<file path="src/rtl/regfile_pkg.sv">
// Shared definitions for the register-file dump logic.
//   REG_ADDR_W   : register index width (32 architectural registers)
//   XLEN         : register data width
//   dump_state_t : dumper FSM state encoding
package regfile_pkg;

  localparam int REG_ADDR_W = 5;
  localparam int XLEN       = 32;

  typedef enum logic [2:0] {
    ST_IDLE,
    ST_READ,
    ST_WAIT,
    ST_SEND,
    ST_DONE
  } dump_state_t;

endpackage

</file>
<file path="src/rtl/regfile_dumper.sv">
// Walks a range of register indices, reads each one through a registered
// regfile read port, and streams (index, value) pairs out over a
// valid/ready handshake.
//   clk, reset            : clock, asynchronous active-high reset
//   start, abort          : begin a dump (sampled in IDLE) / cancel a dump
//   start_addr, end_addr  : inclusive index range, wrapping modulo 32
//   rf_rdAddr, rf_rdData  : regfile read port (data one cycle after address)
//   out_valid/out_ready   : output handshake carrying out_data/out_index
//   busy, done            : FSM not idle / one-cycle completion pulse
module regfile_dumper
  import regfile_pkg::*;
#(
  parameter bit SKIP_X0 = 1'b0
) (
  input  logic                  clk,
  input  logic                  reset,
  input  logic                  start,
  input  logic                  abort,
  input  logic [REG_ADDR_W-1:0] start_addr,
  input  logic [REG_ADDR_W-1:0] end_addr,
  output logic [REG_ADDR_W-1:0] rf_rdAddr,
  input  logic [XLEN-1:0]       rf_rdData,
  output logic                  out_valid,
  input  logic                  out_ready,
  output logic [XLEN-1:0]       out_data,
  output logic [REG_ADDR_W-1:0] out_index,
  output logic                  busy,
  output logic                  done
);

  dump_state_t           state;
  logic [REG_ADDR_W-1:0] end_q;
  logic [REG_ADDR_W-1:0] first_addr;
  logic [REG_ADDR_W-1:0] last_addr;
  logic [REG_ADDR_W-1:0] next_addr;
  logic                  empty_range;

  always_comb begin
    first_addr  = start_addr;
    last_addr   = end_addr;
    empty_range = 1'b0;
    if (SKIP_X0) begin
      if (start_addr == '0) first_addr = REG_ADDR_W'(1);
      // With x0 skipped, an end of 0 means "stop after 31"; a range of
      // exactly {0} has nothing left to emit.
      if (end_addr == '0) last_addr = '1;
      empty_range = (start_addr == '0) && (end_addr == '0);
    end
  end

  always_comb begin
    next_addr = out_index + REG_ADDR_W'(1);
    if (SKIP_X0 && next_addr == '0) next_addr = REG_ADDR_W'(1);
  end

  always_ff @(posedge clk or posedge reset) begin
    if (reset) begin
      state     <= ST_IDLE;
      rf_rdAddr <= '0;
      out_index <= '0;
      out_data  <= '0;
      end_q     <= '0;
    end else begin
      case (state)
        ST_IDLE: begin
          if (start) begin
            rf_rdAddr <= first_addr;
            out_index <= first_addr;
            end_q     <= last_addr;
            state     <= empty_range ? ST_DONE : ST_READ;
          end
        end
        ST_READ: begin
          state <= abort ? ST_IDLE : ST_WAIT;
        end
        ST_WAIT: begin
          if (abort) begin
            state <= ST_IDLE;
          end else begin
            out_data <= rf_rdData;
            state    <= ST_SEND;
          end
        end
        ST_SEND: begin
          // abort outranks a handshake completing on the same edge
          if (abort) begin
            state <= ST_IDLE;
          end else if (out_ready) begin
            if (out_index == end_q) begin
              state <= ST_DONE;
            end else begin
              rf_rdAddr <= next_addr;
              out_index <= next_addr;
              state     <= ST_READ;
            end
          end
        end
        ST_DONE: begin
          state <= ST_IDLE;
        end
        default: begin
          state <= ST_IDLE;
        end
      endcase
    end
  end

  assign out_valid = (state == ST_SEND);
  assign busy      = (state != ST_IDLE);
  assign done      = (state == ST_DONE);

endmodule

</file>
<file path="config.mk">
export PLATFORM = sky130hd
export DESIGN_NAME = regfile_dumper
export DESIGN_NICKNAME = d
export VERILOG_FILES = /design/src/rtl/regfile_pkg.sv /design/src/rtl/regfile_dumper.sv
export SDC_FILE = /design/constraint.sdc
export NUM_CORES = 1
export LEC_CHECK = 0
export CAP_MARGIN = 5
export CORE_MARGIN = 2
export CORE_UTILIZATION = 31
export CTS_BUF_LIST = sky130_fd_sc_hd__clkbuf_4
export DETAILED_ROUTE_END_ITERATION = 8
export HOLD_SLACK_MARGIN = 0.15
export SLEW_MARGIN = 20
export SYNTH_ARGS = -nofsm -noshare
export SYNTH_HDL_FRONTEND = slang
export SYNTH_SLANG_ARGS = --single-unit
</file>
<file path="constraint.sdc">
create_clock -name clk -period 2.4 [get_ports clk]
set_clock_uncertainty 0.15 [all_clocks]
set_input_delay 0.36 -clock clk [delete_from_list [all_inputs] [get_ports clk]]
set_output_delay 0.36 -clock clk [all_outputs]
set_load 0.05 [all_outputs]
</file>
==> results.md <==
- The top cell type's share of synthesized area is a little under three fifths.
- From left edge to right edge, the die measures roughly 84 um.
- The post-route minimum period is approximately 2.3 ns.
- The count of pins over their slew limit came to 0.
- The violation count after the first detailed-route iteration is 60.
- The switching part of the total power is between 40% and 50%.
- The quantity of gates resized following cts is 0.
- Sequential elements use 56.11% of the synthesized area.
- The maximum net fanout on the critical path is 8.
- Sequential cells account for 29.8% of the total power.
- In this run the number of H-tree levels came out at 2.
- Data on the critical path arrives at its endpoint at about 1.8 ns.
- The sink count of the clock tree is 45.
- The count of unresolved DRC violations after routing is 0.
- The share of layout cells above drive strength 1 is 25.30%.
- For this design, the slowest cell found on the critical path is sky130_fd_sc_hd__clkdlybuf4s50_1.
- Across all setup checks in the final design, the least slack found is approximately 0.14 ns.
- The total global routing track utilization is a little over an eighth.
- Once layout is complete, the cells apart from fillers number around 330.
- Once layout is done, the placed cells without fillers occupy slightly above 0.003 mm^2.
- The internal power is 2.292 mW.
- The total met2 wirelength after detailed routing is 2070 um.
- Setup repair after global routing left no endpoint under its margin.
- In the detailed route, the total length drawn on met3 is 389 um.
- The cell taking the most area after synthesis is sky130_fd_sc_hd__dfrtp_1.
- The power share of the clock group is between 8 and 9%.
- The uppermost signal routing layer after detailed routing is met4.
- The synthesized area per cell is roughly 13 um^2.
- The core utilization of the finished layout is between 40 and 50%.
- After detailed routing, the number of vias per cell comes to about 4.7.
- The clock tree buffer depth is 2.
- For the pin with the worst max-slew slack, the measured transition is 0.5159 ns.
- The area of placed instances is approximately 0.003 mm^2.
- The most frequent cell after synthesis is sky130_fd_sc_hd__dfrtp_1.
- In this run, synthesis produced a sequential element count of 45.
- The overall die height is roughly 84 um.
- The largest single stage delay on the critical path is ~0.86 ns.
- The number of iterations in the first detailed-routing pass is 4.
- The worst setup path is launched from a flip-flop.
- OpenSTA, run right after detailed placement, puts the worst setup slack at ~0.083 ns.
- Sorting the synthesized cells by how often they occur yields sky130_fd_sc_hd__dfrtp_1 (45), sky130_fd_sc_hd__mux2_2 (36), sky130_fd_sc_hd__nor2_1 (8).
- For this configuration, the core starts out at a cell density of between 30% and 40%.
- Once detailed placement completed, the half-perimeter wirelength came to roughly 3300 um.
- The pin count of the biggest net entering global routing is 25.
- The antenna cell count is 0.
- In this run the critical register-to-register path is launched from out_index[2]$_DFFE_PP0P_.
- The number of rows in the core area is 29.
- Yosys attributes the largest share of cell area to sky130_fd_sc_hd__dfrtp_1 (56%), sky130_fd_sc_hd__mux2_2 (20%), sky130_fd_sc_hd__buf_4 (1.9%).
- The congestion estimate from routability-driven global placement came to approximately 0.70.
- The share of flip-flops with an asynchronous set or reset is 100.0%.
- The later-pin clock latency in the skew report is 0.37 ns.
- The share of total power dissipated in combinational logic is 61.8%.
- The final-report hold violation count is 0.
- The first-pass GRT wire length is between 7000 and 8000 um.
- Across all hold checks on the routed design, the worst slack comes to roughly 0.17 ns.
- At the end of the flow, the number of nets in the layout was 296.
- The final global-route overflow total is 0.
- After detailed routing, the average wire length per cell comes to 13.50 um.
- For the worst setup path, the data required time is around 1.9 ns.
- In this run the power spent charging and discharging nets is 2.281 mW.
- The critical path is of the flip-flop to primary output type.
- The synthesized cell area is between 0.002 and 0.0025 mm^2.
- The routed metal-1 wire length is ~1900 um.
- The number of buffers and inverters on the critical path is 1.
- The synthesized netlist net count is 203.
- The overall die area is roughly 0.0071 mm^2.
- The class of the tightest hold or removal check is input port to async pin.
- The region available for standard cell placement spans 0.006314 mm^2.
- The normalized max-slew margin is roughly two thirds.
- The number of violations of the max-capacitance limit is 0.
- Setup violations remaining at the end of the flow were counted as 0.
- The cts-stage hold buffer count is 0.
- The flow ran to the end, and the final reports show no timing, DRC or antenna violations.
- Adding up every negative setup slack in the final design gives 0 ns.
- The number of buffers created by CTS is 5.
- The maximum achievable frequency is ~440 MHz.
- The design draws ~4.6 mW.
- The via count of the first global-routing pass was ~1,600.
- The kind of end point of the critical path is a primary output.
- The number of antenna violations at the first check in global routing is 0.
- Traced cell by cell, the critical path runs through clkdlybuf4s50_1.
- Yosys mapped a number of flops with a built-in enable equal to 0.
- The power per cell area is ~1500 mW/mm^2.
- In this run the count of I/O pins placed on the die edge is roughly 90.
- The launch point of the critical path is out_index[0]$_DFFE_PP0P_.
- The final cycle utilization of the critical path is 94.25%.
- Counting every instance in the synthesized netlist gives 155.
- After clock tree synthesis, the clock-pin slew on the worst setup and hold paths is 0.15 ns.
- The synthesized netlist contains 38 unique library cells.
- TritonCTS built the clock tree.
- The total via count in the routed design is about 1,500.
- In this run the static leakage power is between 1 and 1.5 nW.
- The dominant delay contributor by cell family on the critical path is buffers and inverters.
- The number of setup buffers added after CTS is 0.
- The number of routed nets with antenna violations is 0.
- The detailed-route wire length is roughly 4400 um.
- The area added between synthesis and finish is 51.68%.
- Clock tree synthesis selected as its root buffer the cell sky130_fd_sc_hd__clkbuf_4.
- VDD sags by at most 0.7388 mV.
- Counting the fill cells in the layout gives ~630.
- For this run, the number of Yosys warnings is 0.
- The count of input and output buffers is between 90 and 100.
- The most common flop cell mapped by yosys is sky130_fd_sc_hd__dfrtp_1.
- Including well taps, the total number of placed cells is around 320.
layout by cell type, fill, tap and decap left out, drive strengths merged, types with 2 or more instances in the layout:
| cell | synthesis | final |
|---|---|---|
| clkdlybuf4s50 | 0 | 88 |
| a31oi | 2 | 2 |
| inv | 4 | 5 |
| a21oi | 4 | 4 |
| nor2b | 4 | 4 |
| o22a | 3 | 3 |
| o21ai | 3 | 3 |
| dfrtp | 45 | 45 |
| mux2 | 36 | 36 |
| or3 | 3 | 3 |
| nand3 | 3 | 3 |
| nand2b | 4 | 4 |
| clkbuf | 0 | 5 |
| nand2 | 6 | 6 |
| nor2 | 9 | 9 |
| buf | 11 | 9 |
sequential cells by signal, summed over array words and instances, names as in the netlist:
signal     count
out_index      5
out_data      32
state          3
end_q          5
worst paths after layout:
kind                                            end  slack (ns)  depth (start not counted)
setup / recovery                       out_index[0]        0.14                          1
hold / removal              out_data[8]$_DFFE_PP0P_        0.17                          3
setup reg to reg           out_index[4]$_DFFE_PP0P_        0.31                          5
hold reg to reg            out_data[30]$_DFFE_PP0P_        0.37                          1
max in group asynchronous  out_data[22]$_DFFE_PP0P_        1.65                          3
min in group clk           out_data[30]$_DFFE_PP0P_        0.37                          1
layer usage:
| metal | up-vias | global-route usage [%] |
|---|---|---|
| met4 | 0 | 4.329 |
| met2 | 57 | 21.36 |
| met5 | - | 0 |
| met1 | 727 | 15.72 |
| li1 | 736 | - |
| met3 | 8 | 5.310 |
final cells by class:
cell class / instances / area [um^2] / area share [%]
Timing Repair Buffer: 97 / 948.4 / 31.15
Inverter: 4 / 15.01 / 0.4932
Clock inverter: 3 / 21.27 / 0.6987
Clock buffer: 5 / 37.54 / 1.233
Multi-Input combinational cell: 95 / 799.5 / 26.26
Sequential cell: 45 / 1126 / 36.99
Tap cell: 77 / 96.34 / 3.165
worst min-delay path, delay by kind of cell:
kind	cells	cell delay, ns
buf+inv	3	0.74
power groups by stage:
stage	registers [mW]	clock network [mW]	logic [mW]
after global routing	1.43	0.435	2.96
after detailed placement	1.39	0	2.85
after global placement	1.37	0	2.85
after CTS	1.37	0.404	2.85
after floorplan	2.46	0	0.859
final	1.36	0.384	2.83
logic make-up after synthesis:
group	Yosys count	share of synthesized area, %
DFF	45	56.11
AOI/OAI and AO/OA	20	7.482
buffers and inverters	15	4.426
muxes	36	20.20
adders and majority gates	1	0.6233
xor gates and xnor gates	1	0.4365
and+or+nand+nor	37	10.72
Note: power is estimated with default switching activity, not from simulation.
